==> config.mk <==
export PLATFORM = sky130hd
export DESIGN_NAME = decode_buffer_loongarch
export DESIGN_NICKNAME = d
export VERILOG_FILES = /design/src/rtl/decode_pkg.sv /design/src/rtl/decode_loongarch.sv /design/src/rtl/decode_buffer_loongarch.sv
export SDC_FILE = /design/constraint.sdc
export NUM_CORES = 1
export LEC_CHECK = 0
export CAP_MARGIN = 20
export CORE_UTILIZATION = 53
export CTS_BUF_LIST = sky130_fd_sc_hd__clkbuf_4 sky130_fd_sc_hd__clkbuf_8
export DETAILED_ROUTE_END_ITERATION = 6
export HOLD_SLACK_MARGIN = 0.08
export PLACE_DENSITY_LB_ADDON = 0.25
export SETUP_SLACK_MARGIN = 0.02
export SLEW_MARGIN = 20
export SYNTH_ARGS = -nofsm -noshare
export SYNTH_HDL_FRONTEND = slang
export SYNTH_SLANG_ARGS = --single-unit
==> constraint.sdc <==
create_clock -name clk -period 9.2 [get_ports clk]
set_input_delay 1.84 -clock clk [delete_from_list [all_inputs] [get_ports clk]]
set_output_delay 1.84 -clock clk [all_outputs]
set_load 0.005 [all_outputs]
==> src/rtl/decode_pkg.sv <==
// Shared LoongArch decode definitions: functional-unit bits, exception codes,
// field widths, buffer entry/decode records and the buffer RUN/HALT state.
package decode_pkg;
   localparam int FU_W  = 7;
   localparam int UOP_W = 6;
   localparam int REG_W = 5;
   localparam int EXC_W = 5;

   localparam int FU_ALU = 0;
   localparam int FU_MDU = 1;
   localparam int FU_BR  = 2;
   localparam int FU_LSU = 3;
   localparam int FU_CSR = 4;

   localparam logic [EXC_W-1:0] EXC_NONE = 5'd0;
   localparam logic [EXC_W-1:0] EXC_ERTN = 5'd2;
   localparam logic [EXC_W-1:0] EXC_INE  = 5'd4;
   localparam logic [EXC_W-1:0] EXC_SYS  = 5'd5;
   localparam logic [EXC_W-1:0] EXC_BRK  = 5'd6;

   localparam logic [UOP_W-1:0] UOP_ADD   = 6'd0;
   localparam logic [UOP_W-1:0] UOP_SUB   = 6'd1;
   localparam logic [UOP_W-1:0] UOP_AND   = 6'd2;
   localparam logic [UOP_W-1:0] UOP_OR    = 6'd3;
   localparam logic [UOP_W-1:0] UOP_XOR   = 6'd4;
   localparam logic [UOP_W-1:0] UOP_LUI   = 6'd5;
   localparam logic [UOP_W-1:0] UOP_MUL   = 6'd6;
   localparam logic [UOP_W-1:0] UOP_BEQ   = 6'd7;
   localparam logic [UOP_W-1:0] UOP_CSRRD = 6'd8;
   localparam logic [UOP_W-1:0] UOP_CSRWR = 6'd9;
   localparam logic [UOP_W-1:0] UOP_CSRXC = 6'd10;
   localparam logic [UOP_W-1:0] UOP_LD    = 6'd11;
   localparam logic [UOP_W-1:0] UOP_ST    = 6'd12;
   localparam logic [UOP_W-1:0] UOP_SYS   = 6'd13;
   localparam logic [UOP_W-1:0] UOP_BRK   = 6'd14;
   localparam logic [UOP_W-1:0] UOP_ERTN  = 6'd15;

   typedef enum logic {ST_RUN = 1'b0, ST_HALT = 1'b1} buf_state_e;

   typedef struct packed {
      logic [31:0]      pc;
      logic [31:0]      inst;
      logic [EXC_W-1:0] exc;
   } entry_t;

   typedef struct packed {
      logic [FU_W-1:0]  futype;
      logic [UOP_W-1:0] uop;
      logic [REG_W-1:0] rs1;
      logic [REG_W-1:0] rs2;
      logic [REG_W-1:0] rd;
      logic             rs1_en;
      logic             rs2_en;
      logic             rd_en;
      logic [31:0]      imm;
      logic [EXC_W-1:0] exc;
   } dec_t;
endpackage

==> src/rtl/decode_loongarch.sv <==
// Single-instruction LoongArch decoder, purely combinational (zero latency, no handshake).
// A nonzero fetch exception overrides any exception the instruction itself raises.
module decode_loongarch
   import decode_pkg::*;
(
   input  logic [31:0]      inst_i,
   input  logic [EXC_W-1:0] fetch_exc_i,
   output dec_t             dec_o
);
   logic [REG_W-1:0] rd, rj, rk;
   logic [EXC_W-1:0] dec_exc;

   assign rd = inst_i[4:0];
   assign rj = inst_i[9:5];
   assign rk = inst_i[14:10];

   always_comb begin
      dec_o     = '0;
      dec_o.rs1 = rj;
      dec_o.rs2 = rk;
      dec_o.rd  = rd;
      dec_exc   = EXC_NONE;
      case (inst_i[31:15])
         17'h00020, 17'h00022, 17'h00029, 17'h0002A, 17'h0002B: begin
            dec_o.futype[FU_ALU] = 1'b1;
            {dec_o.rs1_en, dec_o.rs2_en, dec_o.rd_en} = 3'b111;
            case (inst_i[19:15])
               5'h00:   dec_o.uop = UOP_ADD;
               5'h02:   dec_o.uop = UOP_SUB;
               5'h09:   dec_o.uop = UOP_AND;
               5'h0A:   dec_o.uop = UOP_OR;
               default: dec_o.uop = UOP_XOR;
            endcase
         end
         17'h00038: begin
            dec_o.futype[FU_MDU] = 1'b1;
            dec_o.uop = UOP_MUL;
            {dec_o.rs1_en, dec_o.rs2_en, dec_o.rd_en} = 3'b111;
         end
         17'h00054: begin
            dec_o.futype[FU_CSR] = 1'b1;
            dec_o.uop = UOP_BRK;
            dec_exc   = EXC_BRK;
         end
         17'h00056: begin
            dec_o.futype[FU_CSR] = 1'b1;
            dec_o.uop = UOP_SYS;
            dec_exc   = EXC_SYS;
         end
         default: begin
            if (inst_i[31:22] == 10'h00A || inst_i[31:22] == 10'h0A2) begin
               dec_o.futype[(inst_i[31:22] == 10'h00A) ? FU_ALU : FU_LSU] = 1'b1;
               dec_o.uop    = (inst_i[31:22] == 10'h00A) ? UOP_ADD : UOP_LD;
               dec_o.rs1_en = 1'b1;
               dec_o.rd_en  = 1'b1;
               dec_o.imm    = {{20{inst_i[21]}}, inst_i[21:10]};
            end else if (inst_i[31:22] == 10'h0A6) begin
               // store data register sits in the rd field
               dec_o.futype[FU_LSU] = 1'b1;
               dec_o.uop    = UOP_ST;
               dec_o.rs2    = rd;
               dec_o.rs1_en = 1'b1;
               dec_o.rs2_en = 1'b1;
               dec_o.imm    = {{20{inst_i[21]}}, inst_i[21:10]};
            end else if (inst_i[31:25] == 7'h0A) begin
               dec_o.futype[FU_ALU] = 1'b1;
               dec_o.uop   = UOP_LUI;
               dec_o.rd_en = 1'b1;
               dec_o.imm   = {inst_i[24:5], 12'h000};
            end else if (inst_i[31:26] == 6'h16) begin
               dec_o.futype[FU_BR] = 1'b1;
               dec_o.uop    = UOP_BEQ;
               dec_o.rs2    = rd;
               dec_o.rs1_en = 1'b1;
               dec_o.rs2_en = 1'b1;
               dec_o.imm    = {{14{inst_i[25]}}, inst_i[25:10], 2'b00};
            end else if (inst_i[31:24] == 8'h04) begin
               dec_o.futype[FU_CSR] = 1'b1;
               dec_o.rd_en = 1'b1;
               dec_o.rs2   = rd;
               dec_o.imm   = {18'h0, inst_i[23:10]};
               if (rj == 5'd0) begin
                  dec_o.uop = UOP_CSRRD;
               end else if (rj == 5'd1) begin
                  dec_o.uop    = UOP_CSRWR;
                  dec_o.rs2_en = 1'b1;
               end else begin
                  dec_o.uop    = UOP_CSRXC;
                  dec_o.rs1_en = 1'b1;
                  dec_o.rs2_en = 1'b1;
               end
            end else if (inst_i == 32'h06483800) begin
               dec_o.futype[FU_CSR] = 1'b1;
               dec_o.uop = UOP_ERTN;
               dec_exc   = EXC_ERTN;
            end else begin
               dec_exc = EXC_INE;
            end
         end
      endcase
      dec_o.exc = (fetch_exc_i != EXC_NONE) ? fetch_exc_i : dec_exc;
   end
endmodule

==> src/rtl/decode_buffer_loongarch.sv <==
// Flop-based instruction buffer feeding WIDTH decode lanes; entries reach lane 0 one cycle after enqueue.
// in_ready only when a full packet fits (registered state); out_ready takes every valid lane at once.
module decode_buffer_loongarch
   import decode_pkg::*;
#(
   parameter int WIDTH = 2,
   parameter int DEPTH = 8
) (
   input  logic                  clk,
   input  logic                  resetn,
   input  logic                  flush,
   input  logic                  in_valid,
   output logic                  in_ready,
   input  logic [WIDTH-1:0]      in_mask,
   input  logic [32*WIDTH-1:0]   in_inst,
   input  logic [32*WIDTH-1:0]   in_pc,
   input  logic [EXC_W*WIDTH-1:0] in_exc,
   output logic [WIDTH-1:0]      out_valid,
   input  logic                  out_ready,
   output logic [32*WIDTH-1:0]   out_pc,
   output logic [32*WIDTH-1:0]   out_inst,
   output logic [FU_W*WIDTH-1:0] out_futype,
   output logic [UOP_W*WIDTH-1:0] out_uop,
   output logic [REG_W*WIDTH-1:0] out_rs1,
   output logic [REG_W*WIDTH-1:0] out_rs2,
   output logic [REG_W*WIDTH-1:0] out_rd,
   output logic [WIDTH-1:0]      out_rs1_en,
   output logic [WIDTH-1:0]      out_rs2_en,
   output logic [WIDTH-1:0]      out_rd_en,
   output logic [32*WIDTH-1:0]   out_imm,
   output logic [EXC_W*WIDTH-1:0] out_exc
);
   localparam int AW = $clog2(DEPTH);
   localparam int PW = AW + 1;
   typedef logic [PW-1:0] ptr_t;

   entry_t     mem_q [DEPTH];
   ptr_t       head_q, head_d, tail_q, tail_d;
   ptr_t       count, enq_n, deq_n;
   ptr_t       slot_off [WIDTH];
   logic [AW-1:0] wr_idx [WIDTH];
   buf_state_e state_q, state_d;
   logic       enq, deq;
   entry_t     lane_ent [WIDTH];
   dec_t       lane_dec [WIDTH];
   logic [WIDTH-1:0] lane_ser;

   assign count    = tail_q - head_q;
   assign in_ready = ((ptr_t'(DEPTH) - count) >= ptr_t'(WIDTH)) && !flush;
   assign enq      = in_valid && in_ready;
   assign deq      = out_ready && out_valid[0] && !flush;

   // Masked-in slots pack densely from tail in ascending slot order
   always_comb begin
      enq_n = '0;
      for (int k = 0; k < WIDTH; k++) begin
         slot_off[k] = enq_n;
         wr_idx[k]   = tail_q[AW-1:0] + enq_n[AW-1:0];
         enq_n       = enq_n + ptr_t'(in_mask[k]);
      end
   end

   always_ff @(posedge clk) begin
      for (int k = 0; k < WIDTH; k++) begin
         if (enq && in_mask[k]) begin
            mem_q[wr_idx[k]] <= '{in_pc[32*k +: 32], in_inst[32*k +: 32], in_exc[EXC_W*k +: EXC_W]};
         end
      end
   end

   for (genvar k = 0; k < WIDTH; k++) begin : g_lane
      logic [AW-1:0] rd_idx;
      assign rd_idx      = head_q[AW-1:0] + AW'(k);
      assign lane_ent[k] = mem_q[rd_idx];
      decode_loongarch u_dec (
         .inst_i      (lane_ent[k].inst),
         .fetch_exc_i (lane_ent[k].exc),
         .dec_o       (lane_dec[k])
      );
      assign lane_ser[k] = lane_dec[k].futype[FU_CSR] || (lane_dec[k].exc != EXC_NONE);
   end

   // A serialising head entry issues alone; one further back stops the group before it
   always_comb begin
      out_valid    = '0;
      out_valid[0] = (count != '0) && (state_q == ST_RUN);
      for (int k = 1; k < WIDTH; k++) begin
         out_valid[k] = out_valid[k-1] && (count > ptr_t'(k)) && !lane_ser[k] && !lane_ser[0];
      end
      deq_n = '0;
      for (int k = 0; k < WIDTH; k++) deq_n = deq_n + ptr_t'(out_valid[k]);
   end

   always_comb begin
      head_d  = head_q;
      tail_d  = tail_q;
      state_d = state_q;
      if (flush) begin
         head_d  = tail_q;
         state_d = ST_RUN;
      end else begin
         if (enq) tail_d = tail_q + enq_n;
         if (deq) head_d = head_q + deq_n;
         if (state_q == ST_RUN && deq && lane_dec[0].exc != EXC_NONE) state_d = ST_HALT;
      end
   end

   always_ff @(posedge clk or negedge resetn) begin
      if (!resetn) begin
         head_q  <= '0;
         tail_q  <= '0;
         state_q <= ST_RUN;
      end else begin
         head_q  <= head_d;
         tail_q  <= tail_d;
         state_q <= state_d;
      end
   end

   always_comb begin
      out_pc = '0; out_inst = '0; out_futype = '0; out_uop = '0;
      out_rs1 = '0; out_rs2 = '0; out_rd = '0; out_imm = '0; out_exc = '0;
      out_rs1_en = '0; out_rs2_en = '0; out_rd_en = '0;
      for (int k = 0; k < WIDTH; k++) begin
         if (out_valid[k]) begin
            out_pc[32*k +: 32]          = lane_ent[k].pc;
            out_inst[32*k +: 32]        = lane_ent[k].inst;
            out_futype[FU_W*k +: FU_W]  = lane_dec[k].futype;
            out_uop[UOP_W*k +: UOP_W]   = lane_dec[k].uop;
            out_rs1[REG_W*k +: REG_W]   = lane_dec[k].rs1;
            out_rs2[REG_W*k +: REG_W]   = lane_dec[k].rs2;
            out_rd[REG_W*k +: REG_W]    = lane_dec[k].rd;
            out_rs1_en[k]               = lane_dec[k].rs1_en;
            out_rs2_en[k]               = lane_dec[k].rs2_en;
            out_rd_en[k]                = lane_dec[k].rd_en;
            out_imm[32*k +: 32]         = lane_dec[k].imm;
            out_exc[EXC_W*k +: EXC_W]   = lane_dec[k].exc;
         end
      end
   end
endmodule
# Word level (Yosys, flattened, before mapping)
# Memory sizes are Yosys's and may differ from the RTL's.
# Index checks and enable logic that the tools add are counted.
# W data, S select, Z words.
# word_totals
reg_bits	9
latch_bits	0
mem_bits_rw	552
mem_bits_ro	0
out_inout_bits	267
memories	1
# mem_list
name	words	word_bits	rd	rd_clocked_by_memory_dff	write_ports	line_no	source
mem_q	8	69	2	0	2	decode_buffer_loongarch.sv:37	entry_t mem_q [DEPTH];
# classes
addsub	8
multipliers	0
n_div	0
magnitude_cmp	6
eq_ne	38
shifts	0
muxes	168
n_bitwise	2
n_reduce_logical	45
# ops
op	n
$mux W35	12
$mux W32	12
$eq A17 B6 Y1 const B	12
$mux W5	30
$mux W33	4
$mux W6	12
$eq A17 B7 Y1 const B	4
$eq A32 B27 Y1 const B	2
$ge A32 B1 Y1 const B	2
$lt A32 B5 Y1 const B	2
$mux W1	48
$pmux W6 S4	2
$eq A10 B8 Y1 const B	4
$mux W2	18
$pmux W5 S3	2
$mux W7	4
$mux W4	6
$pmux W3 S4	2
$eq A10 B4 Y1 const B	2
$eq A5 B4 Y1 const B	4
$logic_not A5 Y1	4
$reduce_bool A5 Y1	4
$mux W3	6
$eq A8 B3 Y1 const B	2
other kinds (28)	67

# Longest topological paths before layout
# An unclocked memory read counts as a cell.
# logic_depth
ltp_word	20
depth_mapped	24
ltp_nobuf	16

# By module
# Synthesis repeated with hierarchy kept, for this count alone.
# unflattened
hier_cells	2639
area_unflattened_um2	36331.1
# by_module_without_submodules
module	n_inst	cells_each	area_each_um2	seq_area_each_um2
decode_buffer_loongarch	1	2297	33963.8	16801.1
decode_loongarch	2	171	1183.6	0.0

# Worst setup path before layout
# No wires, ideal clock.
# synth_timing
path_kind	register to register
startpoint	register head_q[2]
endpoint	memory mem_q[0][0] (netlist bit), enable pin
setup_time_ps	598
arrival_time_ps	9033
path_slack_ps	-431
stages_incl_launch_ff	17
path_buffers	8
cell_sequence	dfrtp_1 -> buf_6 -> buf_8 -> buf_8 -> buf_8 -> buf_6 -> buf_2 -> inv_1 -> clkbuf_1 -> clkbuf_1 -> ha_1 -> o21a_1 -> o21a_1 -> or3_1 -> a311oi_1 -> nand3_1 -> o31ai_1
# synth_lines
item	line_no	source
from (decl)	decode_buffer_loongarch.sv:38	ptr_t head_q, head_d, tail_q, tail_d;
from (signal assigned)	decode_buffer_loongarch.sv:110	head_q <= '0;
from (signal assigned)	decode_buffer_loongarch.sv:114	head_q <= head_d;
to (decl)	decode_buffer_loongarch.sv:37	

# Final worst setup path
# layout_timing
startpoint	register head_q[0]
endpoint	output out_pc[38]
# layout_via
elab_chain_cells	17
elab_cells_between_ends	96
cone_classes	add/sub (2); order compare (5); eq/ne (30); mux (37); reduce/logical (21); memory (1)
# layout_rtl
item	line_no	source
parallel branches: the longest is 16 deep, another holds $mem_v2 Z8 W69	--	
$mux W32 (*)	decode_buffer_loongarch.sv:125	if (out_valid[k]) begin
to (decl)	decode_buffer_loongarch.sv:20	output logic [32*WIDTH-1:0] out_pc,
# Every way passes the cells marked *.

==> tab_implementation.tex <==
\begin{tabular}{lr}
\hline
Metric & Value \\
\hline
\multicolumn{2}{l}{\textbf{Outcome}} \\
Run status & finished with violations \\
Failing checks & DRC \\
\multicolumn{2}{l}{\textbf{Synthesis}} \\
Post-Syn Instances & 2561 \\
Mean area per synthesized cell & 13.86 um\^{}2 \\
Cell variety after synth & 85 \\
Number of warnings reported in the yosys synthesis log & 0 \\
Mapped cell area & 35500 um\^{}2 \\
Cell types with the largest area share after synthesis & sky130\_fd\_sc\_hd\_\_edfxtp\_1 47\%, sky130\_fd\_sc\_hd\_\_mux2\_2 18\%, sky130\_fd\_sc\_hd\_\_mux4\_2 16\% \\
Post-synthesis async set-or-reset flop share & 1.604\% \\
Yosys reg bits & 561 \\
Share of synthesized area occupied by flip-flops and latches & 47.33\% \\
Cell taking the most area after synthesis & sky130\_fd\_sc\_hd\_\_edfxtp\_1 \\
Share of Yosys cell area claimed by the top area cell type & 46.70\% \\
Dominant register cell in the synthesized netlist & sky130\_fd\_sc\_hd\_\_edfxtp\_1 \\
Count of flip-flops with a built-in enable after synthesis & 552 \\
\multicolumn{2}{l}{\textbf{Clock network}} \\
CTS clk-pin slew, worst paths & 0.06 ns \\
Maximum clock insertion buffer count & 3 \\
TritonCTS clock tree & done \\
Number of H-tree levels & 3 \\
Root buffer cell & sky130\_fd\_sc\_hd\_\_clkbuf\_8 \\
Skew-Pair Late Insertion Delay & 0.72 ns \\
Hold-fix buffers, CTS & 0 \\
Number of buffers created by CTS & 98 \\
TritonCTS Sinks & 561 \\
Number of gates resized after cts & 0 \\
Post CTS Setup Buffer Count & 0 \\
\multicolumn{2}{l}{\textbf{Floorplanning}} \\
Starting utilization of the core area & 53.80\% \\
Core ar. & 65980 um\^{}2 \\
Number of placement rows & 94 \\
Horizontal die dimension & 260.8 um \\
Number of top-level pins & 412 \\
Die height & 260.8 um \\
Die area & 68010 um\^{}2 \\
\multicolumn{2}{l}{\textbf{Power}} \\
Pwr Density & 311.6 nW/um\^{}2 \\
Worst voltage drop across the vdd grid & 385.3 uV \\
Total power & 0.01316 W \\
P\_leak & 14.18 nW \\
\multicolumn{2}{l}{\textbf{Final layout}} \\
Layout filler cell count & 4979 \\
Total Nets Final & 3064 \\
Synth-to-Final Area Change & 18.96\% \\
Fraction of final layout cells with drive strength greater than 1 & 35.95\% \\
Final non-filler cell total & 3856 \\
\multicolumn{2}{l}{\textbf{Routing}} \\
Number of routed nets with antenna violations & 0 \\
Detailed-route wire length per cell & 30.69 um \\
Number of detailed-routing iterations run before antenna repair & 7 \\
Residual DRC & 88 \\
Routed vias & 25880 \\
Number of DRC violations after detailed-routing iteration 0 & 2834 \\
Sum of routed wire length over all layers & 118.4 mm \\
Vias per cell & 6.712 \\
\multicolumn{2}{l}{\textbf{Placed design}} \\
Final estimated routing congestion in global placement & 0.9626 \\
Cells after DPL & 3667 \\
Quantity of I/O buffers inserted on ports & 396 \\
Dpl hpwl & 74.03 mm \\
\multicolumn{2}{l}{\textbf{Timing}} \\
Final-layout setup total negative slack & 0 ns \\
Worst-Margin Slew & 1.174 ns \\
Max Clock Freq & 115.4 MHz \\
Setup repair after global routing missed its margin & false \\
Final min period & 8.663 ns \\
Pins over their slew limit & 0 \\
Hold Violations, Final & 0 \\
Layout Skew & 0.03772 ns \\
Worst slew margin relative to its limit & 19.73\% \\
Share of the clock period used by the worst path after layout & 94.16\% \\
Final number of setup-violating endpoints & 0 \\
\multicolumn{2}{l}{\textbf{Worst setup path}} \\
Combined buffer and inverter count along the critical path & 4 \\
Worst endpoint required time & 7.36 ns \\
Element type at the critical path start & register \\
CP arrival & 6.82 ns \\
Cell repeated most along the worst path & sky130\_fd\_sc\_hd\_\_buf\_4 \\
Top fanout value on the critical path & 65 \\
Cell at the slowest stage of the critical path & sky130\_fd\_sc\_hd\_\_ha\_4 \\
Kind of critical path & reg2out \\
Worst Setup End Kind & output pin \\
Category of cells accounting for the largest share of critical-path delay & simple AND/OR/NAND/NOR gates \\
Delay of the slowest cell on the worst path & 0.89 ns \\
Worst-path cell chain & ha\_4, buf\_4, a2111oi\_0, nor4\_1, nand2\_1, or4b\_1, nor4\_1, nor4\_2, o2111ai\_4, buf\_4, buf\_4, a21oi\_1, clkdlybuf4s50\_1 \\
\multicolumn{2}{l}{\textbf{Flow run}} \\
Number of max-cap violations & 0 \\
\multicolumn{2}{l}{\textbf{GRT}} \\
Initial antenna violation count & 21 \\
Pin count of the biggest net entering global routing & 137 \\
Remaining Overflow, GRT & 0 \\
All-layer global routing usage & 34.70\% \\
Via count of the first global-routing pass & 26490 \\
Global-route wire length before repair & 172.3 mm \\
\multicolumn{2}{l}{\textbf{Worst hold path}} \\
Type of the tightest min-delay check & reg2reg \\
\hline
\end{tabular}
power by group:
group          total [W]  switching, W  internal (W)
registers        0.00334      0.000160       0.00318
clock network    0.00233       0.00108       0.00125
logic            0.00749       0.00429       0.00320
total             0.0132       0.00553       0.00763
Yosys cell counts, types with 16 or more instances:
cell type and count:
sky130_fd_sc_hd__edfxtp_1 552, sky130_fd_sc_hd__mux2i_1 88, sky130_fd_sc_hd__a21oi_1 115, sky130_fd_sc_hd__nand2_1 216, sky130_fd_sc_hd__clkbuf_1 88, sky130_fd_sc_hd__o21ai_0 16, sky130_fd_sc_hd__mux4_2 247, sky130_fd_sc_hd__buf_4 47
sky130_fd_sc_hd__buf_1 50, sky130_fd_sc_hd__mux2_2 564, sky130_fd_sc_hd__inv_1 31, sky130_fd_sc_hd__nor2b_1 24, sky130_fd_sc_hd__buf_2 38, sky130_fd_sc_hd__a211oi_1 28, sky130_fd_sc_hd__nand3_1 21, sky130_fd_sc_hd__nor2_1 152
sky130_fd_sc_hd__nor3_1 30
final timing paths:
path,depth (start not counted),startpoint,slack (ns),to
setup / recovery,13,head_q[0],0.54,out_pc[38]
hold / removal,1,tail_q[3],0.53,tail_q[3]
setup reg to reg,16,head_q[0],2.30,mem_q[4][64]
hold reg to reg,1,tail_q[3],0.53,tail_q[3]
max in group asynchronous,1,resetn,7.36,head_q[0]
min in group asynchronous,1,resetn,1.46,head_q[1]
worst register-to-register path: cells and delay by family, from the launching register on:
family	cells	cell delay (ns)
adders and majority gates	3	1.09
DFF	1	0.44
xor gates and xnor gates	1	0.19
buffers and inverters	6	2.45
AOI/OAI and AO/OA	2	0.87
and+or+nand+nor	4	1.44
area by class of cell:
type / instances / area (um^2) / area share, %
multi-input combinational: 1747 / 17660 / 41.83
antenna: 13 / 32.53 / 0.07704
clock buffer: 130 / 1595 / 3.778
sequential: 561 / 16810 / 39.81
inverter: 33 / 123.9 / 0.2933
tap: 864 / 1081 / 2.560
timing repair buffer: 464 / 4573 / 10.83
clock inverter: 44 / 346.6 / 0.8208
layout by cell type (no fill, tap or decap), drive strengths merged, types with 15 or more instances in the layout:
| cell | count |
|---|---|
| o21ai | 17 |
| mux2 | 564 |
| mux2i | 89 |
| clkdlybuf4s50 | 396 |
| conb | 15 |
| nor3 | 30 |
| a21oi | 115 |
| mux4 | 247 |
| a211oi | 28 |
| clkbuf | 130 |
| buf | 68 |
| nor2b | 24 |
| nor2 | 153 |
| clkinv | 35 |
| nand2 | 216 |
| inv | 37 |
| edfxtp | 552 |
| nand3 | 21 |
logic make-up after synthesis:
kind of cell / after synthesis / synth area share, %
DFF: 561 / 47.33
xor gates and xnor gates: 13 / 0.3208
adders and majority gates: 14 / 0.5569
buffers and inverters: 267 / 3.750
and+or+nand+nor: 543 / 7.110
muxes: 900 / 36.08
AOI/OAI and AO/OA: 262 / 4.836
other: 1 / 0.01056
metal layers:
metal  routed length [um]  vias up  GRT usage (%)
li1                     -    10810              -
met1                42710    13120          43.13
met2                57480     1647          56.93
met3                12720      295          8.644
met4                 5335       16          16.33
met5                  114        -              0
stage by stage:
step	utilization [%]	setup slack, ns	area, um^2	hold slack, ns
global route	63.98	0.3383	42210	0.5651
detailed placement	60.95	1.443	40210	0.5146
floorplan	-	-0.2073	35560	0.4803
finish	64.00	0.5371	42230	0.5290
global placement	60.95	1.619	40210	0.5046
CTS	63.89	0.6598	42160	0.5271
flip-flops by register name, summed over array words and instances, names as in the netlist:
register and flops:
state_q 1, tail_q 4, head_q 4, mem_q 552
Power figures use the tool's default switching activity.
